===== config.mk =====
export PLATFORM = sky130hd
export DESIGN_NAME = branch_resolve
export DESIGN_NICKNAME = d
export VERILOG_FILES = /design/src/rtl/riscv_pkg.sv /design/src/rtl/branch_cmp.sv /design/src/rtl/branch_resolve.sv
export SDC_FILE = /design/constraint.sdc
export NUM_CORES = 1
export LEC_CHECK = 0
export BUFFER_PORTS_ARGS = -buffer_cell sky130_fd_sc_hd__buf_4
export CORE_MARGIN = 1
export CORE_UTILIZATION = 45
export CTS_CLUSTER_DIAMETER = 120
export DETAILED_ROUTE_END_ITERATION = 10
export PLACE_DENSITY_LB_ADDON = 0.08
export SLEW_MARGIN = 20
export SYNTH_ARGS = -nofsm -noshare
export SYNTH_HDL_FRONTEND = slang
export SYNTH_SLANG_ARGS = --single-unit
export TNS_END_PERCENT = 1

===== constraint.sdc =====
create_clock -name clk -period 2.9 [get_ports clk]
set_clock_uncertainty 0.05 [all_clocks]
set_input_delay 0.58 -clock clk [delete_from_list [all_inputs] [get_ports clk]]
set_output_delay 0.58 -clock clk [all_outputs]
set_load 0.1 [all_outputs]

===== src/rtl/riscv_pkg.sv =====
// ============================================================================
// Module      : riscv_pkg
// Description : Shared RV32 opcode/funct3 constants and branch-resolve states.
// Revision    : 1.0 - initial release
// ============================================================================
`default_nettype none

package riscv_pkg;

    localparam logic [6:0] C_OPC_BRANCH = 7'b1100011;
    localparam logic [6:0] C_OPC_JAL    = 7'b1101111;
    localparam logic [6:0] C_OPC_JALR   = 7'b1100111;

    localparam logic [2:0] C_F3_BEQ  = 3'b000;
    localparam logic [2:0] C_F3_BNE  = 3'b001;
    localparam logic [2:0] C_F3_BLT  = 3'b100;
    localparam logic [2:0] C_F3_BGE  = 3'b101;
    localparam logic [2:0] C_F3_BLTU = 3'b110;
    localparam logic [2:0] C_F3_BGEU = 3'b111;

    localparam logic [15:0] C_CNT_MAX = 16'hFFFF;

    typedef enum logic [1:0] {
        ST_IDLE  = 2'd0,
        ST_KILL1 = 2'd1,
        ST_KILL2 = 2'd2
    } br_state_e;

endpackage

`default_nettype wire


===== src/rtl/branch_cmp.sv =====
// ============================================================================
// Module      : branch_cmp
// Description : Zero-latency equality / less-than comparator for branches.
// Revision    : 1.0 - initial release
// ============================================================================
`default_nettype none

module branch_cmp (
    input  logic [31:0] rs1,
    input  logic [31:0] rs2,
    input  logic        BrUn,
    output logic        BrEq,
    output logic        BrLT
);

    assign BrEq = (rs1 == rs2);
    assign BrLT = BrUn ? (rs1 < rs2) : ($signed(rs1) < $signed(rs2));

endmodule

`default_nettype wire


===== src/rtl/branch_resolve.sv =====
// ============================================================================
// Module      : branch_resolve
// Description : EX-stage branch/jump resolution with redirect, 2-cycle flush
//               and saturating branch/taken counters.
// Revision    : 1.0 - initial release
// ============================================================================
`default_nettype none

module branch_resolve
    import riscv_pkg::*;
(
    input  logic        clk,
    input  logic        rst_n,
    input  logic        ex_valid,
    input  logic [31:0] ex_inst,
    input  logic [31:0] ex_pc,
    input  logic [31:0] rs1_data,
    input  logic [31:0] rs2_data,
    input  logic        BrUn,
    output logic        BrEq,
    output logic        BrLT,
    output logic        redirect_valid,
    output logic [31:0] redirect_pc,
    output logic        flush,
    output logic        misalign_err,
    output logic [15:0] br_count,
    output logic [15:0] taken_count
);

    logic [6:0]  w_opcode;
    logic [2:0]  w_funct3;
    logic [31:0] w_imm_b;
    logic [31:0] w_imm_j;
    logic [31:0] w_imm_i;
    logic [31:0] w_target;
    logic        w_is_branch;
    logic        w_is_jump;
    logic        w_cond_true;
    logic        w_live;
    logic        w_taken;
    logic        w_do_redirect;
    logic        w_do_misalign;

    br_state_e   state_q;
    logic        redirect_valid_q;
    logic [31:0] redirect_pc_q;
    logic        flush_q;
    logic        misalign_q;
    logic [15:0] br_count_q;
    logic [15:0] taken_count_q;

    branch_cmp u_cmp (
        .rs1  (rs1_data),
        .rs2  (rs2_data),
        .BrUn (BrUn),
        .BrEq (BrEq),
        .BrLT (BrLT)
    );

    assign w_opcode = ex_inst[6:0];
    assign w_funct3 = ex_inst[14:12];
    assign w_imm_b  = {{19{ex_inst[31]}}, ex_inst[31], ex_inst[7], ex_inst[30:25], ex_inst[11:8], 1'b0};
    assign w_imm_j  = {{11{ex_inst[31]}}, ex_inst[31], ex_inst[19:12], ex_inst[20], ex_inst[30:21], 1'b0};
    assign w_imm_i  = {{20{ex_inst[31]}}, ex_inst[31:20]};

    always_comb begin
        w_is_branch = 1'b0;
        w_is_jump   = 1'b0;
        w_cond_true = 1'b0;
        w_target    = ex_pc + w_imm_b;
        case (w_opcode)
            C_OPC_BRANCH: begin
                // funct3 010/011 are reserved: fall through as not-a-branch
                case (w_funct3)
                    C_F3_BEQ:              begin w_is_branch = 1'b1; w_cond_true = BrEq;  end
                    C_F3_BNE:              begin w_is_branch = 1'b1; w_cond_true = !BrEq; end
                    C_F3_BLT,  C_F3_BLTU:  begin w_is_branch = 1'b1; w_cond_true = BrLT;  end
                    C_F3_BGE,  C_F3_BGEU:  begin w_is_branch = 1'b1; w_cond_true = !BrLT; end
                    default:               w_is_branch = 1'b0;
                endcase
            end
            C_OPC_JAL: begin
                w_is_jump = 1'b1;
                w_target  = ex_pc + w_imm_j;
            end
            C_OPC_JALR: begin
                w_is_jump = 1'b1;
                w_target  = (rs1_data + w_imm_i) & ~32'd1;
            end
            default: w_is_jump = 1'b0;
        endcase
    end

    assign w_live        = ex_valid && (state_q == ST_IDLE);
    assign w_taken       = w_is_jump || (w_is_branch && w_cond_true);
    assign w_do_redirect = w_live && w_taken && !w_target[1];
    assign w_do_misalign = w_live && w_taken &&  w_target[1];

    always_ff @(posedge clk or negedge rst_n) begin
        if (!rst_n) begin
            state_q          <= ST_IDLE;
            redirect_valid_q <= 1'b0;
            redirect_pc_q    <= 32'd0;
            flush_q          <= 1'b0;
            misalign_q       <= 1'b0;
            br_count_q       <= 16'd0;
            taken_count_q    <= 16'd0;
        end else begin
            redirect_valid_q <= 1'b0;
            misalign_q       <= 1'b0;

            if (w_live && w_is_branch && (br_count_q != C_CNT_MAX)) begin
                br_count_q <= br_count_q + 16'd1;
            end
            if (w_do_redirect && (taken_count_q != C_CNT_MAX)) begin
                taken_count_q <= taken_count_q + 16'd1;
            end

            case (state_q)
                ST_IDLE: begin
                    flush_q <= 1'b0;
                    if (w_do_redirect) begin
                        state_q          <= ST_KILL1;
                        flush_q          <= 1'b1;
                        redirect_valid_q <= 1'b1;
                        redirect_pc_q    <= w_target;
                    end else if (w_do_misalign) begin
                        misalign_q <= 1'b1;
                    end
                end
                ST_KILL1: begin
                    state_q <= ST_KILL2;
                    flush_q <= 1'b1;
                end
                ST_KILL2: begin
                    state_q <= ST_IDLE;
                    flush_q <= 1'b0;
                end
                default: begin
                    state_q <= ST_IDLE;
                    flush_q <= 1'b0;
                end
            endcase
        end
    end

    assign redirect_valid = redirect_valid_q;
    assign redirect_pc    = redirect_pc_q;
    assign flush          = flush_q;
    assign misalign_err   = misalign_q;
    assign br_count       = br_count_q;
    assign taken_count    = taken_count_q;

endmodule

`default_nettype wire


Yosys cells after proc, flatten, opt, wreduce, memory -nomap -nowiden --
Index checks and enable logic that the tools add are counted.
Word-level totals: bits in registers 69, input bits 132, output and inout port bits 69, word-level logic and storage cells 61
Operators by class: add/sub/neg operators 5, $lt $le $gt $ge 2, equality and inequality tests 13, mux-type cells 15, reductions and logical operators 19
Operators by type and width (count):
- 32-bit adder | 3
- 32-bit less-than comparator | 2
- 32-bit one-hot mux with 2 select lines | 1
- 16-bit by 1-bit adder with 16-bit output, second input constant | 2
- 32-bit == test | 1
- 16-bit inequality test, second input constant | 2
- 7-bit == test, second input constant | 3
- 3-bit == test, second input constant | 4
- 1-bit 2-to-1 mux | 10
- 1-bit logical AND | 8
- 2-bit OR reduction | 3
- 6-bit OR reduction | 1
- 1-bit one-hot mux with 4 select lines | 1
- 2-bit one-hot mux with 2 select lines | 1
- 3-bit by 1-bit == test with 1-bit output, second input constant | 1
- 1-bit logical NOT | 3
- 3-bit logical NOT | 1
- 2-bit by 1-bit == test with 1-bit output, second input constant | 1
- 2-bit logical NOT | 1
- 2-bit 2-to-1 mux | 1
- 2-bit inequality test, second input constant | 1
- 1-bit one-hot mux with 2 select lines | 1
- 2-bit AND reduction | 1
- 1-bit logical OR | 1

Longest topological paths before layout --
Gate-level depths: netlist of run 1.
depth in word-level cells 12, depth in mapped cells 17, mapped depth without buffers 16

Modules after synthesis --
A second synthesis of run 1 with hierarchy kept.
Second synthesis, totals: cell total of the unflattened synthesis 885, area, all modules 7174.4 sq um
By module, submodules not included:
- branch_resolve | instances 1, cells an instance 773, area each 6359.8 sq um, sequential area each 1726.7 sq um
- branch_cmp | instances 1, cells an instance 112, area each 814.5 sq um, sequential area each 0.0 sq um

Worst setup path before layout of run 1 --
No wires, ideal clock.
path kind input to register, from input ex_inst[4], to register redirect_pc_q[31], in the netlist redirect_pc[31], setup time 0.125 ns, arrival time 4.155 ns, required time 2.725 ns, path slack -1.430 ns, stages on the path 17, path buffers 1, path through and4b_1 > nand4_1 > clkbuf_1 > nand2_1 > o21ai_0 > ha_1 > fa_1 > a211o_1 > a2111oi_2 > o22ai_1 > o2111ai_1 > a21oi_1 > o21ai_0 > o21ai_0 > xnor2_1 > mux2i_1 > mux2_2
On the way: longest elaborated chain between the ends 7, elaborated cells on any way between the ends 14, classes of those cells eq/ne: 3; mux: 4; reduce/logical: 7
Ends and longest elaborated chain:
- from (decl) | RTL line branch_resolve.sv:15 | input logic [31:0] ex_inst,
- 7-bit == test | RTL line branch_resolve.sv:71 | case (w_opcode)
- 2-bit OR reduction (no source line) / 1-bit 2-to-1 mux (equally long branches)
- 1-bit 2-to-1 mux / 1-bit logical AND (equally long branches) | RTL line branch_resolve.sv:71, branch_resolve.sv:95
- 1-bit logical OR | RTL line branch_resolve.sv:95 | assign w_taken = w_is_jump || (w_is_branch && w_cond_true);
- 1-bit logical AND (2 in a row) | RTL line branch_resolve.sv:96 | assign w_do_redirect = w_live && w_taken && !w_target[1];
- 2-bit AND reduction (no source line)
- to (signal assigned) | RTL line branch_resolve.sv:126 | redirect_pc_q <= w_target;
- to (decl) | RTL line branch_resolve.sv:46 | logic [31:0] redirect_pc_q;
Parallel ways exist; a longest one is shown, timed or not. A chain may end at the register's enable or synchronous reset.

Worst setup path in the final report of run 1 --
Same ends and word-level chain as after synthesis.

==> results.cfg, run 1 <==
[drt]
wl_per_cell_um = 14.99
wl_met1_um = 9566
met3_length_um = 1189
routed_via_density = 5.221
antenna_left = 0
dr_wl_met2_um = 10710
wirelength_um = 22000
dr.max_layer_used = met4
vias = 7664
dr.first_iter.drc_count = 280
drcViolationCount = 0
dr.pass1.iters = 5

[clocking]
cts_buffer_depth = 2
clock_sinks = 69
cts_root_buffer = clkbuf_16
clk_pin_slew_ns = 0.06
hold_buffers = 0
clkLatencyLatePin_ns = 0.33
cts_htree_levels = 3
cts_tree = built
cts_inserted_buffers = 9

[sta]
tightest_slew_ns = 0.9088
hold_viol = 0
tns_ns = -18.59
rsz0062_at_grt = true
hold_slack_ns = 0.2926
relSlewSlack = 0.3942
final_max_slew_viol_count = 0
final_period_minus_worst_setup_slack_ns = 3.676
worst_slack_ns = -0.7757
fmax_mhz = 272.1
setup_viol = 53
min_period_over_period = 1.267

[floorplanning]
dieArea_um2 = 16290
start_util = 0.4636
ios = 201
core_um2 = 15310
die_h_um = 127.6
placementRows = 45
die_width_um = 127.6

[cells_and_area]
diodes = 0
final_cells = 1468
finalNetCount = 1480
drive_above_1_share = 0.3660
syn_to_final_growth_pct = 51.35
final_common_cell = buf_4
final_cell_mix = buf_4 (386), ha_1 (91), nand2_1 (87), a21oi_1 (73), dfrtp_1 (69)

[setup_path]
crit_type = in2reg
worstPathRequired_ns = 3.07
critPathCaptureType = register
path_max_fanout = 6
cp-start-kind = input pin
cp.arrival_ns = 3.85

[global_route]
grtUsageTotal = 0.2759
antenna_found_initial = 0
grt-ovfl-total = 0
grt_pass1_vias = 7568
grt_pass1_wl_um = 35610
grt_max_degree = 70

[synthesis]
synth.distinct_cells = 69
netlist_instances = 866
yosys_warnings = 0
netlist.area_leader.share = 0.2432
synthesis.area_um2 = 7101
avgSynthCellArea_um2 = 8.199
syn-num-nets = 1094
async_flop_share = 1.000
synth_flop_cell = dfrtp_1
synth_edf_count = 0
synth-seq-cells = 69
yosysSeqAreaShare = 0.2432
synth_top_cells_by_area = dfrtp_1 (24%), ha_1 (17%), xnor2_1 (6.3%), a21oi_1 (5.8%), nand2_1 (4.6%)
synth_top_area_cell = dfrtp_1

[place]
dp_hpwl_um = 18060
port_buffers = 200
place_inst = 1452
gp_congestion = 0.9477

[hold_path]
hp-class = in2async

[power_and_ir_drop]
p_leak_nw = 5.553
power.density_nw_per_um2 = 412.4
p_total_w = 0.004432
ir_worst_vdd_uv = 388.1

[status]
violations = negative setup slack
status = finished with violations

[run]
maxCapViolations = 0
==> path summary, 6_finish.rpt <==
path / start / end / slack, ns / depth (start not counted)
worst max-delay path: ex_inst[4] / redirect_pc[31] / -0.78 / 16
worst min-delay path: rst_n / redirect_pc[4] / 0.29 / 1
worst max register to register: br_count[7] / br_count[11] / 0.61 / 9
worst min register to register: state_q[1] / state_q[1] / 0.41 / 1
max in group asynchronous: rst_n / br_count[12] / 1.88 / 1
min in group clk: state_q[1] / state_q[1] / 0.41 / 1
==> routing by layer <==
layer,vias to the layer above,global-route usage
met5,-,0
met4,0,0.08235
met3,33,0.04355
met2,207,0.4883
met1,3524,0.3447
li1,3900,-
==> sequential cells by signal (all words and copies together), names as in the netlist <==
signal,flops
misalign_err,1
redirect_valid,1
taken_count,16
redirect_pc,32
br_count,16
flush,1
state_q,2
==> what timing repair did <==
| action | CTS | global route |
|---|---|---|
| buffers inserted | 0 | 0 |
| setup endpoints to repair | 54 | 54 |
| resized for setup | 34 | 15 |
| endpoints found under the hold margin | 0 | 0 |
| gates cloned | 0 | 0 |
| pin swaps | 10 | 5 |
==> worst max-delay path, cell delays in order <==
cell and delay (ns):
buf_4 0.11, and4b_1 0.26, nand4_1 0.10, buf_6 0.15, mux2_2 0.30, fa_2 0.36
a211o_1 0.34, a2111oi_4 0.38, o22ai_2 0.15, o2111ai_2 0.25, a21oi_2 0.09, o21ai_2 0.18
o21ai_1 0.09, xnor2_1 0.14, mux2i_1 0.08, mux2_2 0.27
==> per-stage QoR <==
| stage | setup WS [ns] | instance area, um2 | utilization |
|---|---|---|---|
| final | -0.7757 | 10750 | 0.7017 |
| after global routing | -1.024 | 10750 | 0.7017 |
| after CTS | -0.7581 | 10710 | 0.6992 |
| after detailed placement | -1.186 | 10240 | 0.6684 |
| after global placement | -1.150 | 10240 | 0.6684 |
| after floorplan | -1.030 | 7123 | - |
==> report_power, final <==
part | switching [W] | total, W | internal (W)
Sequential | 0.0000537 | 0.00109 | 0.00104
Combinational | 0.00128 | 0.00213 | 0.000849
Clock | 0.000438 | 0.00122 | 0.000778
Total | 0.00177 | 0.00443 | 0.00266
==> logic make-up (layout without fill, tap and decap cells) <==
| family | Yosys count | in the layout | share of synthesized area |
|---|---|---|---|
| AO/OA/AOI/OAI | 265 | 265 | 0.2328 |
| XOR/XNOR | 77 | 77 | 0.09498 |
| adder cells (fa/ha/maj) | 96 | 96 | 0.1713 |
| buffers and inverters | 82 | 473 | 0.04793 |
| flip-flops | 69 | 69 | 0.2432 |
| multiplexers | 20 | 20 | 0.03066 |
| AND/OR/NAND/NOR | 257 | 257 | 0.1792 |
==> Yosys cell counts, types with 3 or more instances <==
cell type / number
ha_1: 94
nand2_1: 87
a21oi_1: 82
dfrtp_1: 69
inv_1: 65
o21ai_0: 62
nor2_1: 52
xnor2_1: 51
xor2_1: 26
nand3_1: 25
a21o_1: 23
nor2b_1: 17
nand4_1: 14
a211oi_1: 13
mux2_2: 13
nor3_1: 13
o21ai_1: 11
a31oi_1: 10
clkbuf_1: 10
nand2b_1: 10
o21bai_1: 9
and3_1: 8
o21a_1: 8
mux2i_1: 6
and2_1: 5
o211ai_1: 5
o2111ai_1: 4
o31ai_1: 4
a211o_1: 3
a21boi_0: 3
a2bb2oi_1: 3
buf_4: 3
nand4b_1: 3
nor3b_1: 3
o31a_1: 3
or3_1: 3
==> area by class of cell <==
class                           count  area [um2]
Fill cell                        1337        4568
Tap cell                          211       264.0
Clock inverter                      5       83.83
Inverter                           66       252.7
Sequential cell                    69        1727
Multi-Input combinational cell    715        5201
Clock buffer                       11       242.7
Timing Repair Buffer              391        2975
(Power assumes the default switching activity.)
==> inputs of run 2 (changes only) <==
--- a/config.mk
+++ b/config.mk
@@ -11,6 +11,7 @@
 export CTS_CLUSTER_DIAMETER = 120
 export DETAILED_ROUTE_END_ITERATION = 10
 export PLACE_DENSITY_LB_ADDON = 0.08
+export SKIP_CTS_REPAIR_TIMING = 1
 export SLEW_MARGIN = 20
 export SYNTH_ARGS = -nofsm -noshare
 export SYNTH_HDL_FRONTEND = slang
==> run 2 against run 1 <==
  * The run still ends with negative setup slack left
  * Register-to-register slack hardly changed
  * Via count is 0.44% lower
  * Final area is 0.38% lower
  * Sequential share of layout area is 0.062 points higher
  * Non-clock buffer count stayed put
  * Fmax is 0.36% lower
  * Die area stayed put
  * Combinational power hardly changed
  * Clock power hardly changed
  * Total power is 0.24% lower
  * Largest power group unchanged
==> results.cfg, run 2 (synthesis gave the netlist of run 1 again) <==
[cells_and_area]
finalNetCount = 1480
syn_to_final_growth_pct = 50.77
diodes = 0
stdcell_area_um2 = 10710
final_util = 0.6990
final_cell_mix = buf_4 (387), ha_1 (92), nand2_1 (87), a21oi_1 (76), dfrtp_1 (69)
largest_register_ffs = 32
register_area_um2 = 1727
drive_above_1_share = 0.3612
fillers = 1339
multi_input_area_um2 = 5167
final_common_cell = buf_4

[setup_path]
critPathCaptureType = register
cp-start-kind = input pin
critPathLaunch = ex_inst[4]
worstPathRequired_ns = 3.07
crit_type = in2reg
cp.arrival_ns = 3.86
path_max_fanout = 6
r2r-start = br_count[7]

[floorplanning]
core_um2 = 15310
dieArea_um2 = 16290
placementRows = 45
die_h_um = 127.6
die_width_um = 127.6
start_util = 0.4636
ios = 201

[drt]
dr.first_iter.drc_count = 267
wl_per_cell_um = 14.95
routed_via_density = 5.198
vias = 7630
wirelength_um = 21950
drcViolationCount = 0
dr.pass1.iters = 5
antenna_left = 0

[clocking]
cts_inserted_buffers = 9
cts_tree = built
cts_buffer_depth = 2
clock_sinks = 69
cts_htree_levels = 3
clk_pin_slew_ns = 0.06
clkLatencyLatePin_ns = 0.33
cts_root_buffer = clkbuf_16

[sta]
tightest_slew_ns = 0.9086
final_max_slew_viol_count = 0
worst_slack_ns = -0.7888
tns_ns = -19.22
fmax_mhz = 271.1
setup_viol = 53
relSlewSlack = 0.3943
min_period_over_period = 1.272
final_period_minus_worst_setup_slack_ns = 3.689
hold_viol = 0
rsz0062_at_grt = true

[global_route]
antenna_found_initial = 0
grtUsageTotal = 0.2743
grt_pass1_vias = 7544
grt_max_degree = 70
grt_pass1_wl_um = 35410
grt-ovfl-total = 0

[power_and_ir_drop]
ir_worst_vdd_uv = 387.6
p_leak_nw = 5.550
power.density_nw_per_um2 = 413.0

[status]
violations = negative setup slack
status = finished with violations

[place]
dp_hpwl_um = 18060
pre_cts_ws_ns = -1.186
gp_congestion = 0.9477
port_buffers = 200
dpl_cell_area_um2 = 10240

[run]
maxCapViolations = 0

[hold_path]
hp-class = in2async
## run 2: final timing paths
path	end	slack (ns)	cells after the start
worst max-delay path	redirect_pc[31]	-0.79	18
worst min-delay path	redirect_pc[4]	0.31	1
worst max register to register	br_count[11]	0.61	9
worst min register to register	state_q[1]	0.41	1
max in group asynchronous	redirect_pc[14]	1.88	1
min in group clk	state_q[1]	0.41	1
## run 2: area by class of cell
type / count / share of cell area
multi-input cells: 715 / 0.4827
repair buffers: 391 / 0.2772
flip-flops and latches: 69 / 0.1613
well taps: 211 / 0.02466
inverters: 66 / 0.02361
clock buffers: 11 / 0.02267
clock inverters: 5 / 0.007831
## run 2: power by group
part / internal, W / leakage [nW] / switching (W) / total [W]
Sequential: 0.00104 / 0.948 / 0.0000537 / 0.00109
Combinational: 0.000845 / 4.45 / 0.00127 / 0.00212
Clock: 0.000778 / 0.152 / 0.000436 / 0.00121
## run 2: routing by layer
| metal | vias to the layer above | routed length [um] | share of wire | GRT usage |
|---|---|---|---|---|
| li1 | 3898 | - | - | - |
| met4 | 0 | 469 | 0.021 | 0.07405 |
| met1 | 3508 | 9613 | 0.44 | 0.3413 |
| met2 | 195 | 10770 | 0.49 | 0.4912 |
| met5 | - | 0 | 0 | 0 |
| met3 | 29 | 1092 | 0.050 | 0.04313 |
## run 2: worst max-delay path: stages
cell and delay (ns):
buf_4 0.11, and4b_1 0.26, nand4_1 0.10, buf_6 0.15, nand2_1 0.06, o21ai_0 0.08, ha_2 0.19, fa_2 0.34
a211o_1 0.34, a2111oi_4 0.38, o22ai_2 0.15, o2111ai_2 0.22, a21oi_1 0.11, o21ai_2 0.19, o21ai_1 0.09, xnor2_1 0.16
mux2i_1 0.08, mux2_2 0.27
## run 2: per-stage QoR
stage,instances,hold slack [ns],total power [W]
4_1_cts,1468,0.3460,0.004404
2_1_floorplan,866,0.2344,0.002409
3_5_place_dp,1452,0.3961,0.003185
6_report,1468,0.3116,0.004421
3_3_place_gp,1452,0.3836,0.003167
5_1_grt,1468,0.4122,0.004655
